### config.mk
export PLATFORM = sky130hd
export DESIGN_NAME = color_bbox_detect
export DESIGN_NICKNAME = d
export VERILOG_FILES = /design/src/rtl/color_bbox_detect.sv
export SDC_FILE = /design/constraint.sdc
export NUM_CORES = 1
export LEC_CHECK = 0
export ABC_AREA = 0
export BUFFER_PORTS_ARGS = -buffer_cell sky130_fd_sc_hd__buf_4
export CORE_ASPECT_RATIO = 1.5
export CORE_MARGIN = 4
export CORE_UTILIZATION = 53
export DETAILED_ROUTE_END_ITERATION = 7
export PLACE_DENSITY = 0.75
export SETUP_SLACK_MARGIN = 0.02
export SYNTH_ARGS = -nofsm -noshare
export SYNTH_HDL_FRONTEND = slang
export SYNTH_SLANG_ARGS = --single-unit
### constraint.sdc
create_clock -name i_clk -period 4 [get_ports i_clk]
set_input_delay 0.8 -clock i_clk [delete_from_list [all_inputs] [get_ports i_clk]]
set_output_delay 0.8 -clock i_clk [all_outputs]
set_load 0.005 [all_outputs]
### src/rtl/color_bbox_detect.sv
// Colour-window detector: pops filtered RGB565 pixels, emits a per-pixel mask
// and publishes the hit count and bounding box of hit pixels at each frame end.
module color_bbox_detect #(
    parameter int LINE_LENGTH = 480,
    parameter int LINE_COUNT  = 480,
    localparam int XW = $clog2(LINE_LENGTH),
    localparam int YW = $clog2(LINE_COUNT),
    localparam int CW = $clog2(LINE_LENGTH * LINE_COUNT + 1)
) (
    input  logic          i_clk,
    input  logic          i_rst,
    input  logic          i_enable,
    input  logic          i_flush,
    input  logic [15:0]   i_data,
    input  logic          i_empty,
    output logic          o_rd,
    input  logic [4:0]    i_r_min,
    input  logic [4:0]    i_r_max,
    input  logic [5:0]    i_g_min,
    input  logic [5:0]    i_g_max,
    input  logic [4:0]    i_b_min,
    input  logic [4:0]    i_b_max,
    output logic          o_mask_valid,
    output logic          o_mask,
    output logic          o_frame_done,
    output logic          o_found,
    output logic [CW-1:0] o_hit_count,
    output logic [XW-1:0] o_x_min,
    output logic [XW-1:0] o_x_max,
    output logic [YW-1:0] o_y_min,
    output logic [YW-1:0] o_y_max
);

    localparam logic [XW-1:0] X_LAST = XW'(LINE_LENGTH - 1);
    localparam logic [YW-1:0] Y_LAST = YW'(LINE_COUNT - 1);

    typedef enum logic {IDLE, RUN} state_t;

    state_t        state, state_next;
    logic          rd, rd_q;
    logic [XW-1:0] x;
    logic [YW-1:0] y;
    logic          x_last, y_last;

    logic          p1_valid, p1_last;
    logic [15:0]   p1_data;
    logic [XW-1:0] p1_x;
    logic [YW-1:0] p1_y;

    logic [4:0]    r, b;
    logic [5:0]    g;
    logic          in_window, hit, frame_end;

    logic [CW-1:0] cnt, cnt_next;
    logic [XW-1:0] acc_x_min, acc_x_max, acc_x_min_next, acc_x_max_next;
    logic [YW-1:0] acc_y_min, acc_y_max, acc_y_min_next, acc_y_max_next;

    always_ff @(posedge i_clk) begin
        if (i_rst) state <= IDLE;
        else       state <= state_next;
    end

    // NOTE: every always_comb output gets a default first so no path can infer a latch.
    always_comb begin
        state_next = state;
        case (state)
            IDLE:    if (i_enable)  state_next = RUN;
            RUN:     if (!i_enable) state_next = IDLE;
            default: state_next = IDLE;
        endcase
        rd = i_enable & ~i_empty & ~i_flush & ~i_rst;
    end

    assign o_rd   = rd;
    assign x_last = (x == X_LAST);
    assign y_last = (y == Y_LAST);

    always_ff @(posedge i_clk) begin
        if (i_rst || i_flush) begin
            rd_q     <= 1'b0;
            p1_valid <= 1'b0;
            x        <= '0;
            y        <= '0;
        end else begin
            rd_q     <= rd;
            p1_valid <= rd_q;
            if (rd_q) begin
                if (x_last) begin
                    x <= '0;
                    y <= y_last ? '0 : y + YW'(1);
                end else begin
                    x <= x + XW'(1);
                end
            end
        end
    end

    // NOTE: pure datapath registers carry no reset; p1_valid qualifies them.
    always_ff @(posedge i_clk) begin
        if (rd_q) begin
            p1_data <= i_data;
            p1_x    <= x;
            p1_y    <= y;
            p1_last <= x_last & y_last;
        end
    end

    assign {r, g, b}    = p1_data;
    assign in_window    = (r >= i_r_min) && (r <= i_r_max) &&
                          (g >= i_g_min) && (g <= i_g_max) &&
                          (b >= i_b_min) && (b <= i_b_max);
    assign hit          = p1_valid & ~i_flush & in_window;
    assign frame_end    = p1_valid & ~i_flush & p1_last;
    assign o_mask_valid = p1_valid & ~i_flush;
    assign o_mask       = hit;

    always_comb begin
        cnt_next       = cnt;
        acc_x_min_next = acc_x_min;
        acc_x_max_next = acc_x_max;
        acc_y_min_next = acc_y_min;
        acc_y_max_next = acc_y_max;
        if (hit) begin
            cnt_next = cnt + CW'(1);
            if (p1_x < acc_x_min) acc_x_min_next = p1_x;
            if (p1_x > acc_x_max) acc_x_max_next = p1_x;
            if (p1_y < acc_y_min) acc_y_min_next = p1_y;
            if (p1_y > acc_y_max) acc_y_max_next = p1_y;
        end
    end

    // Flush clears the running frame but keeps the last published result.
    always_ff @(posedge i_clk) begin
        if (i_rst) begin
            cnt          <= '0;
            acc_x_min    <= '1;
            acc_x_max    <= '0;
            acc_y_min    <= '1;
            acc_y_max    <= '0;
            o_frame_done <= 1'b0;
            o_found      <= 1'b0;
            o_hit_count  <= '0;
            o_x_min      <= '0;
            o_x_max      <= '0;
            o_y_min      <= '0;
            o_y_max      <= '0;
        end else if (i_flush || frame_end) begin
            cnt          <= '0;
            acc_x_min    <= '1;
            acc_x_max    <= '0;
            acc_y_min    <= '1;
            acc_y_max    <= '0;
            o_frame_done <= frame_end;
            if (frame_end) begin
                o_hit_count <= cnt_next;
                o_found     <= (cnt_next != '0);
                o_x_min     <= (cnt_next != '0) ? acc_x_min_next : '0;
                o_x_max     <= (cnt_next != '0) ? acc_x_max_next : '0;
                o_y_min     <= (cnt_next != '0) ? acc_y_min_next : '0;
                o_y_max     <= (cnt_next != '0) ? acc_y_max_next : '0;
            end
        end else begin
            cnt          <= cnt_next;
            acc_x_min    <= acc_x_min_next;
            acc_x_max    <= acc_x_max_next;
            acc_y_min    <= acc_y_min_next;
            acc_y_max    <= acc_y_max_next;
            o_frame_done <= 1'b0;
        end
    end

endmodule

==> results of run 1 <==
==> synthesized netlist by cell type, types with 8 or more instances <==
master    instances  area (µm²)
o21ai_0           9        45.0
mux2i_1          14         140
nand3_1          16        80.1
ha_1             69         863
nand2b_1          9        56.3
nand2_1          99         372
a41oi_2          30         488
o31ai_1          27         203
o21a_1           29         218
a211oi_1         23         173
and3_1           28         175
inv_1            98         368
o21ai_1           8        40.0
buf_2             8        40.0
a21o_1           11        82.6
xor2_1           23         201
nor2_1           73         274
dfxtp_1         130        2600
nand4_1          14        87.6
or3_1            16         100
a21oi_1          40         200
edfxtp_1         35        1050
xnor2_1          11        96.3
nor4_1            9        56.3
clkbuf_1         32         120
==> worst max-delay path: stages <==
cell and delay (ps):
buf_4 70, inv_1 30, ha_1 310, a21oi_1 130, a21boi_1 80, o32a_1 360, or4_1 590, or3_1 430
mux2i_1 170, a2111oi_4 410, buf_12 320, a41oi_2 170
==> registers in the layout, summed over array words and instances, names as in the netlist, 9 cells and up <==
signal	flops
cnt	18
o_hit_count	18
p1_data	16
acc_x_max	9
acc_x_min	9
acc_y_max	9
acc_y_min	9
o_x_max	9
o_x_min	9
o_y_max	9
o_y_min	9
p1_x	9
p1_y	9
x	9
y	9
==> logic make-up (layout without fill, tap and decap cells) <==
logic type                 Yosys count  count (layout)  share of synthesized area (%)
AOI/OAI and AO/OA                  211             211                           19.9
muxes                               14              14                           1.59
and+or+nand+nor                    306             306                           17.2
buffers and inverters              145             264                           6.59
DFF                                165             165                           41.5
xor gates and xnor gates            34              34                           3.38
adders and majority gates           69              69                           9.80
==> per-stage QoR <==
step           hold slack (ps)  instance area, µm²  setup TNS, ps  setup slack (ps)
2_1_floorplan              439                8810              0              35.5
3_3_place_gp               458                9910          -11.6             -3.87
3_5_place_dp               464                9910          -1540             -73.3
4_1_cts                    478               10500              0               339
5_1_grt                    493               10500              0               225
6_report                   482               10500              0               353
==> power by group <==
part           switching (mW)  internal (mW)  total (mW)
logic                  0.0758         0.0684       0.144
registers             0.00760           1.70        1.71
clock network           0.667           1.01        1.68
==> routing by layer <==
layer / vias to the layer above / wire length, µm / global-route usage [%]
met4: 0 / 322 / 7.11
met2: 150 / 10800 / 41.0
met3: 31 / 869 / 3.21
met1: 3356 / 8230 / 25.5
li1: 3579 / - / -
met5: - / 0 / 0
==> path summary, 6_finish.rpt <==
check                             from  slack [ps]                      end
setup / recovery            i_g_max[4]         350  o_y_min[6]$_SDFFE_PP0P_
hold / removal       y[7]$_SDFFE_PP0P_         480        p1_y[7]$_DFFE_PP_
setup reg to reg  p1_data[9]$_DFFE_PP_         420  o_y_min[6]$_SDFFE_PP0P_
hold reg to reg      y[7]$_SDFFE_PP0P_         480        p1_y[7]$_DFFE_PP_
==> layout make-up <==
class / instances / area (µm²)
Fill cell: 1345 / 5720
Clock buffer: 25 / 581
Inverter: 100 / 375
Tap cell: 206 / 258
Timing Repair Buffer: 132 / 1030
Multi-Input combinational cell: 634 / 4600
Sequential cell: 165 / 3650
Clock inverter: 7 / 48.8
==> run_results.csv, run 1 <==
group,metric,value,unit
clocking,clockBufferDepth,2,
finish,syn_to_final_growth,19.7,%
critical_path,r2r_cells,10,
power,p_total,3.54,mW
clocking,root_buffer,"clkbuf_16",
grt,grt_pass1_vias,7264,
clocking,ctsHtreeMaxLevel,4,
power,power_density,335,nW/µm²
die,die_w,113,µm
timing,tightest_slew,1060,ps
min_path,hold_path_depth,0,
grt,antenna_found_initial,0,
power,peakVddDrop,227,µV
route,drtIter0Drc,399,
synth,synth_async_sr_flop_share,0,%
timing,rsz0062_at_grt,"false",
power,leakagePower,4.81,nW
die,die_area,18800,µm²
synth,synth_cell_types,64,
outcome,status,"finished, final reports clean",
timing,drv_slew,0,
route,wirelength,20200,µm
route,detail-route-antenna-nets,0,
timing,fin_skew,16.3,ps
place,placement.io_buffers,111,
die,rows,57,
synth,ys_seq_area_share,41.5,%
min_path,min_path_type,"register to register",
synth,syn_area,8810,µm²
timing,hold_viol,0,
die,initial_core_util,54.2,%
synth,synth_nets,1066,
timing,max_slew_margin,29.2,%
timing,fin_crit_sh,91.2,%
route,drt_first_pass_iters,4,
clocking,cts_tree,"done",
clocking,holdBufCountCts,0,
die,io_pins,112,
clocking,cts_buffers,17,
timing,clock.fmax,0.274,GHz
grt,grt_use_total,22.1,%
place,gp_congestion,0.891,
place,dpl.cell_count,1237,
synth,ys_ff_latch,165,
die,die_h,166,µm
route,wire_per_inst,15.9,µm
finish,n_antenna_cell,0,
critical_path,cp.required,4250,ps
finish,instances_no_fill,1269,
clocking,cts_setup_buffers,0,
synth,yosysWarnings,0,
finish,most-common-layout-cells,"dfxtp_1 (129), buf_4 (129), nand2_1 (99), inv_1 (98), nor2_1 (72)",
critical_path,critPathMaxFanout,37,
critical_path,crit_type,"input pin to register",
route,vias,7116,
route,vias_per_cell,5.61,
grt,grt_pass1_wl,34400,µm
clocking,post_cts_resized,0,
critical_path,cp-end-kind,"register",
place,dp_hpwl,14400,µm
finish,nets,1172,
grt,overflow,0,
critical_path,cp-start-kind,"input pin",
finish,drive_above_1_share,20.0,%
timing,finalSetupViolCount,0,
timing,period_needed,3650,ps
clocking,clock_sinks,165,
die,core_area,16300,µm²
synth,synth_ff_type,"dfxtp_1",
clocking,clk_pin_slew,60,ps
clocking,clkLatencyLatePin,420,ps
finish,postLayoutCoreUtil,64.8,%
synth,synth-edff-count,35,
synth,netlist_instances,944,
synth,syn_avg_cell_area,9.33,µm²
critical_path,crit_arrival,3890,ps
route,drc_errors,0,
job,maxCapViolCount,0,
grt,grt_max_degree,39,
No activity file was read; power rests on OpenSTA's default activity.
==> run 2, diff against run 1 <==
--- a/config.mk
+++ b/config.mk
@@ -7,9 +7,11 @@
 export LEC_CHECK = 0
 export ABC_AREA = 0
 export BUFFER_PORTS_ARGS = -buffer_cell sky130_fd_sc_hd__buf_4
+export CELL_PAD_IN_SITES_DETAIL_PLACEMENT = 1
+export CELL_PAD_IN_SITES_GLOBAL_PLACEMENT = 1
 export CORE_ASPECT_RATIO = 1.5
 export CORE_MARGIN = 4
-export CORE_UTILIZATION = 53
+export CORE_UTILIZATION = 41
 export DETAILED_ROUTE_END_ITERATION = 7
 export PLACE_DENSITY = 0.75
 export SETUP_SLACK_MARGIN = 0.02
==> run_results.csv, run 2 (synthesis results as in run 1) <==
group,metric,value,unit
timing,finalSetupViolCount,0,
critical_path,crit_arrival,3880,ps
clocking,clkLatencyLatePin,440,ps
timing,drv_slew,0,
critical_path,crit_type,"input pin to register",
route,vias,7206,
clocking,ctsHtreeMaxLevel,4,
route,wire_per_inst,16.7,µm
job,maxCapViolCount,0,
grt,grt_pass1_wl,37500,µm
die,initial_core_util,41.8,%
grt,grt_use_total,19.2,%
timing,fin_skew,10.7,ps
power,p_seq_share,49.4,%
route,drt_first_pass_iters,4,
critical_path,critPathMaxStageDelay,580,ps
timing,hold_slack,477,ps
die,die_h,187,µm
timing,rsz0062_at_grt,"false",
clocking,cts_setup_buffers,0,
clocking,holdBufCountCts,0,
timing,fin_crit_sh,90.4,%
place,dp_hpwl,16300,µm
timing,finalSetupTns,0,ps
grt,overflow,0,
critical_path,path_buf_inv,3,
place,place_area,10000,µm²
place,placement.io_buffers,111,
die,die_w,128,µm
power,peakVddDrop,250,µV
clocking,clockBufferDepth,2,
critical_path,crit_slowest_cell,"or4_1",
timing,tightest_slew,880,ps
finish,nets,1173,
grt,grt_pass1_vias,7757,
finish,postLayoutCoreUtil,50.2,%
timing,max_slew_margin,41.4,%
outcome,status,"finished, final reports clean",
die,io_pins,112,
finish,n_antenna_cell,0,
finish,fillerInstances,2435,
route,drtIter0Drc,224,
timing,clock.fmax,0.276,GHz
place,gp_congestion,0.790,
die,die_area,23900,µm²
finish,layout_commonest_cell,"buf_4",
critical_path,critPathTopFamily,"compound AO/OA/AOI/OAI gates",
grt,antenna_found_initial,0,
critical_path,cp-start-kind,"input pin",
power,p_sw_share,23.7,%
clocking,post_cts_resized,0,
finish,syn_to_final_growth,20.0,%
power,p_switching,0.821,mW
critical_path,cp-end-kind,"register",
power,p_comb_share,4.3,%
route,detail-route-antenna-nets,0,
power,clock_power_share,46.4,%
power,internal-power,2.64,mW
die,rows,65,
clocking,cts_buffers,17,
power,p_total,3.46,mW
clocking,clk_pin_slew,70,ps
timing,hold_viol,0,
finish,drive_above_1_share,20.1,%
die,core_area,21100,µm²
min_path,min_path_type,"register to register",
finish,most-common-layout-cells,"buf_4 (130), dfxtp_1 (129), nand2_1 (99), inv_1 (98), nor2_1 (72)",
finish,finish.instance_area,10600,µm²
route,vias_per_cell,5.41,
finish,reg_top3,"cnt (18), o_hit_count (18), p1_data (16)",
clocking,clock_sinks,165,
power,leakagePower,4.78,nW
route,drc_errors,0,
clocking,cts_tree,"done",
route,wirelength,22200,µm
critical_path,path_cells,"buf_4, inv_1, ha_1, a21oi_1, a21boi_1, o32a_1, or4_1, or3_1, mux2i_1, a2111oi_4, buf_12, a41oi_1",
critical_path,cp.required,4260,ps
clocking,root_buffer,"clkbuf_16",
timing,period_needed,3620,ps
critical_path,critPathMaxFanout,37,
power,power_density,328,nW/µm²
grt,grt_max_degree,41,
-- run 2: cell types whose count changed in the layout (fill, tap and decap cells not counted) --
cell	before	now
clkbuf_16	21	17
bufinv_16	0	1
clkinv_4	2	3
inv_4	3	0
buf_4	129	130
clkinv_2	1	2
clkinvlp_4	1	2
inv_6	0	7
clkbuf_8	4	0
-- run 2: cell type report --
type	instances	area (µm²)	share of cell area [%]
multi-input combinational	634	4600	43.5
sequential	165	3650	34.6
timing repair buffer	133	1040	9.80
clock buffer	17	425	4.03
inverter	100	375	3.55
tap	268	335	3.17
clock inverter	15	143	1.35
-- run 2: stage by stage --
step / setup WS (ps) / instances
final: 383 / 1332
after global routing: 240 / 1332
after CTS: 359 / 1332
after detailed placement: -104 / 1300
after global placement: -45.5 / 1300
after floorplan: 35.5 / 944
-- run 2: worst reg2reg max path, cell delays in order (launching register included) --
cell and delay [ps]:
edfxtp_1 410, ha_1 330, a21oi_1 140, a21boi_1 80, o32a_1 360, or4_1 580, or3_1 450, mux2i_1 180
a2111oi_4 390, buf_12 300, a41oi_1 180
-- run 2: worst paths after layout --
path                              from                    to  slack (ps)  depth (start not counted)
setup / recovery            i_g_max[4]  o_found$_SDFFE_PP0P_         380                         12
hold / removal       y[4]$_SDFFE_PP0P_     p1_y[4]$_DFFE_PP_         480                          0
setup reg to reg  p1_data[9]$_DFFE_PP_  o_found$_SDFFE_PP0P_         430                         10
hold reg to reg      y[4]$_SDFFE_PP0P_     p1_y[4]$_DFFE_PP_         480                          0
-- run 2: power by group through the flow --
stage / Clock, mW / Sequential [mW] / Combinational [mW]
4_1_cts: 1.65 / 1.71 / 0.151
3_3_place_gp: 0 / 1.75 / 0.144
5_1_grt: 1.72 / 1.71 / 0.169
6_report: 1.60 / 1.71 / 0.149
2_1_floorplan: 0 / 1.74 / 0.0776
3_5_place_dp: 0 / 1.75 / 0.150
-- run 2: per-layer routing --
layer | global-route usage [%] | wire length, µm | share of wire (%) | vias to the layer above
li1 | - | - | - | 3570
met1 | 21.9 | 9440 | 42 | 3510
met2 | 35.2 | 11700 | 52 | 100
met3 | 3.99 | 762 | 3.4 | 26
met4 | 6.25 | 377 | 1.7 | 0
met5 | 0 | 0 | 0 | -
==> run 3, diff against run 2 <==
--- a/config.mk
+++ b/config.mk
@@ -13,7 +13,7 @@
 export CORE_MARGIN = 4
 export CORE_UTILIZATION = 41
 export DETAILED_ROUTE_END_ITERATION = 7
-export PLACE_DENSITY = 0.75
+export PLACE_DENSITY_LB_ADDON = 0.1
 export SETUP_SLACK_MARGIN = 0.02
 export SYNTH_ARGS = -nofsm -noshare
 export SYNTH_HDL_FRONTEND = slang
==> run_results.csv, run 3 (synthesis results as in run 1) <==
group,metric,value,unit
die,die_w,128,µm
route,drc_errors,0,
finish,syn_to_final_growth,19.9,%
job,maxCapViolCount,0,
critical_path,path_cells,"buf_4, inv_1, ha_1, a21oi_1, a21boi_1, o32a_1, or4_1, or3_1, mux2i_1, a2111oi_4, buf_12, a41oi_2",
finish,drive_above_1_share,19.9,%
route,vias_per_cell,5.40,
critical_path,rrSetupSlack,500,ps
grt,grt_use_total,19.8,%
min_path,min_from,"y[4]$_SDFFE_PP0P_",
timing,hold_slack,492,ps
min_path,hold_end,"p1_y[4]$_DFFE_PP_",
finish,finish.instance_area,10600,µm²
grt,grt_max_degree,39,
timing,finalSetupViolCount,0,
finish,layout_commonest_cell,"dfxtp_1",
place,gp_congestion,0.802,
critical_path,path_buf_inv,3,
clocking,clkLatencyLatePin,430,ps
clocking,clock_sinks,165,
place,dp_hpwl,16600,µm
finish,nets,1173,
clocking,root_buffer,"clkbuf_16",
clocking,post_cts_resized,0,
critical_path,critPathMaxFanout,37,
timing,clock.fmax,0.281,GHz
min_path,hold_path_depth,0,
clocking,cts_buffers,17,
route,vias,7197,
clocking,ctsHtreeMaxLevel,4,
die,io_pins,112,
die,die_area,23900,µm²
route,detail-route-antenna-nets,0,
timing,period_needed,3560,ps
finish,reg_top3,"cnt (18), o_hit_count (18), p1_data (16)",
finish,fillerInstances,2447,
die,die_h,187,µm
clocking,holdBufCountCts,0,
route,wirelength,23000,µm
outcome,status,"finished, final reports clean",
timing,rsz0062_at_grt,"false",
timing,fin_ws,436,ps
critical_path,cp-end-kind,"register",
finish,n_antenna_cell,0,
clocking,clk_pin_slew,70,ps
finish,instances_no_fill,1332,
place,place_area,10000,µm²
critical_path,r2r_cells,10,
finish,most-common-layout-cells,"dfxtp_1 (129), buf_4 (128), nand2_1 (99), inv_1 (98), nor2_1 (72)",
die,initial_core_util,41.8,%
timing,max_slew_margin,52.2,%
route,drt_first_pass_iters,4,
power,leakagePower,4.77,nW
critical_path,critPathMaxStageDelay,580,ps
power,p_total,3.39,mW
grt,grt_pass1_vias,7750,
die,rows,65,
critical_path,cp-start-kind,"input pin",
critical_path,crit_arrival,3860,ps
critical_path,r2r_start,"p1_data[9]$_DFFE_PP_",
critical_path,cp.required,4290,ps
power,power_density,321,nW/µm²
grt,overflow,0,
timing,tightest_slew,712,ps
grt,grt_pass1_wl,38400,µm
clocking,cts_setup_buffers,0,
clocking,clockBufferDepth,2,
timing,fin_crit_sh,89.1,%
timing,fin_skew,10.1,ps
place,dpl.cell_count,1300,
timing,hold_viol,0,
critical_path,critPathTopFamily,"compound AO/OA/AOI/OAI gates",
min_path,min_path_type,"register to register",
place,placement.io_buffers,111,
critical_path,crit_type,"input pin to register",
critical_path,crit_slowest_cell,"or4_1",
place,place_ws,-54.8,ps
route,wire_per_inst,17.2,µm
timing,drv_slew,0,
die,core_area,21100,µm²
power,peakVddDrop,279,µV
critical_path,regToRegEndpoint,"o_x_min[4]$_SDFFE_PP0P_",
route,drtIter0Drc,240,
clocking,cts_tree,"done",
grt,antenna_found_initial,0,
## run 3: worst max-delay path by stage
stage	from	to	slack, ps	cells after the start
floorplan	i_g_max[4]	o_x_max[0]$_SDFFE_PP0P_	40	12
global placement	i_g_max[4]	o_x_max[8]$_SDFFE_PP0P_	-10	12
detailed placement	i_g_max[4]	o_x_min[4]$_SDFFE_PP0P_	-50	12
CTS	i_g_max[4]	o_x_min[4]$_SDFFE_PP0P_	410	12
global route	i_g_max[4]	o_found$_SDFFE_PP0P_	280	12
finish	i_g_max[4]	o_x_min[4]$_SDFFE_PP0P_	440	12
## run 3: report_power, final
| part | internal [mW] | switching, mW | total, mW |
|---|---|---|---|
| Sequential | 1.70 | 0.00696 | 1.71 |
| Clock | 0.801 | 0.727 | 1.53 |
| Combinational | 0.0694 | 0.0801 | 0.150 |
| Total | 2.57 | 0.815 | 3.39 |
## run 3: metal layers
metal	share of wire [%]	track usage (%)	wire length (µm)	vias up
met2	54	37.1	12400	97
met3	3.2	3.90	734	28
met5	0	0	0	-
li1	-	-	-	3562
met1	41	22.2	9470	3510
met4	1.6	6.05	378	0
## run 3: metrics by stage
stage | utilization, % | TNS [ps]
floorplan | - | 0
global placement | 47.6 | -79.8
detailed placement | 47.6 | -1260
CTS | 50.1 | 0
global route | 50.1 | 0
finish | 50.1 | 0
## run 3: area by class of cell
cell class | count | area (µm²) | share of cell area, %
clock buffers | 18 | 429 | 4.07
flip-flops and latches | 165 | 3650 | 34.6
inverters | 100 | 375 | 3.56
clock inverters | 14 | 104 | 0.984
well taps | 268 | 335 | 3.18
repair buffers | 133 | 1060 | 10.1
multi-input cells | 634 | 4600 | 43.5
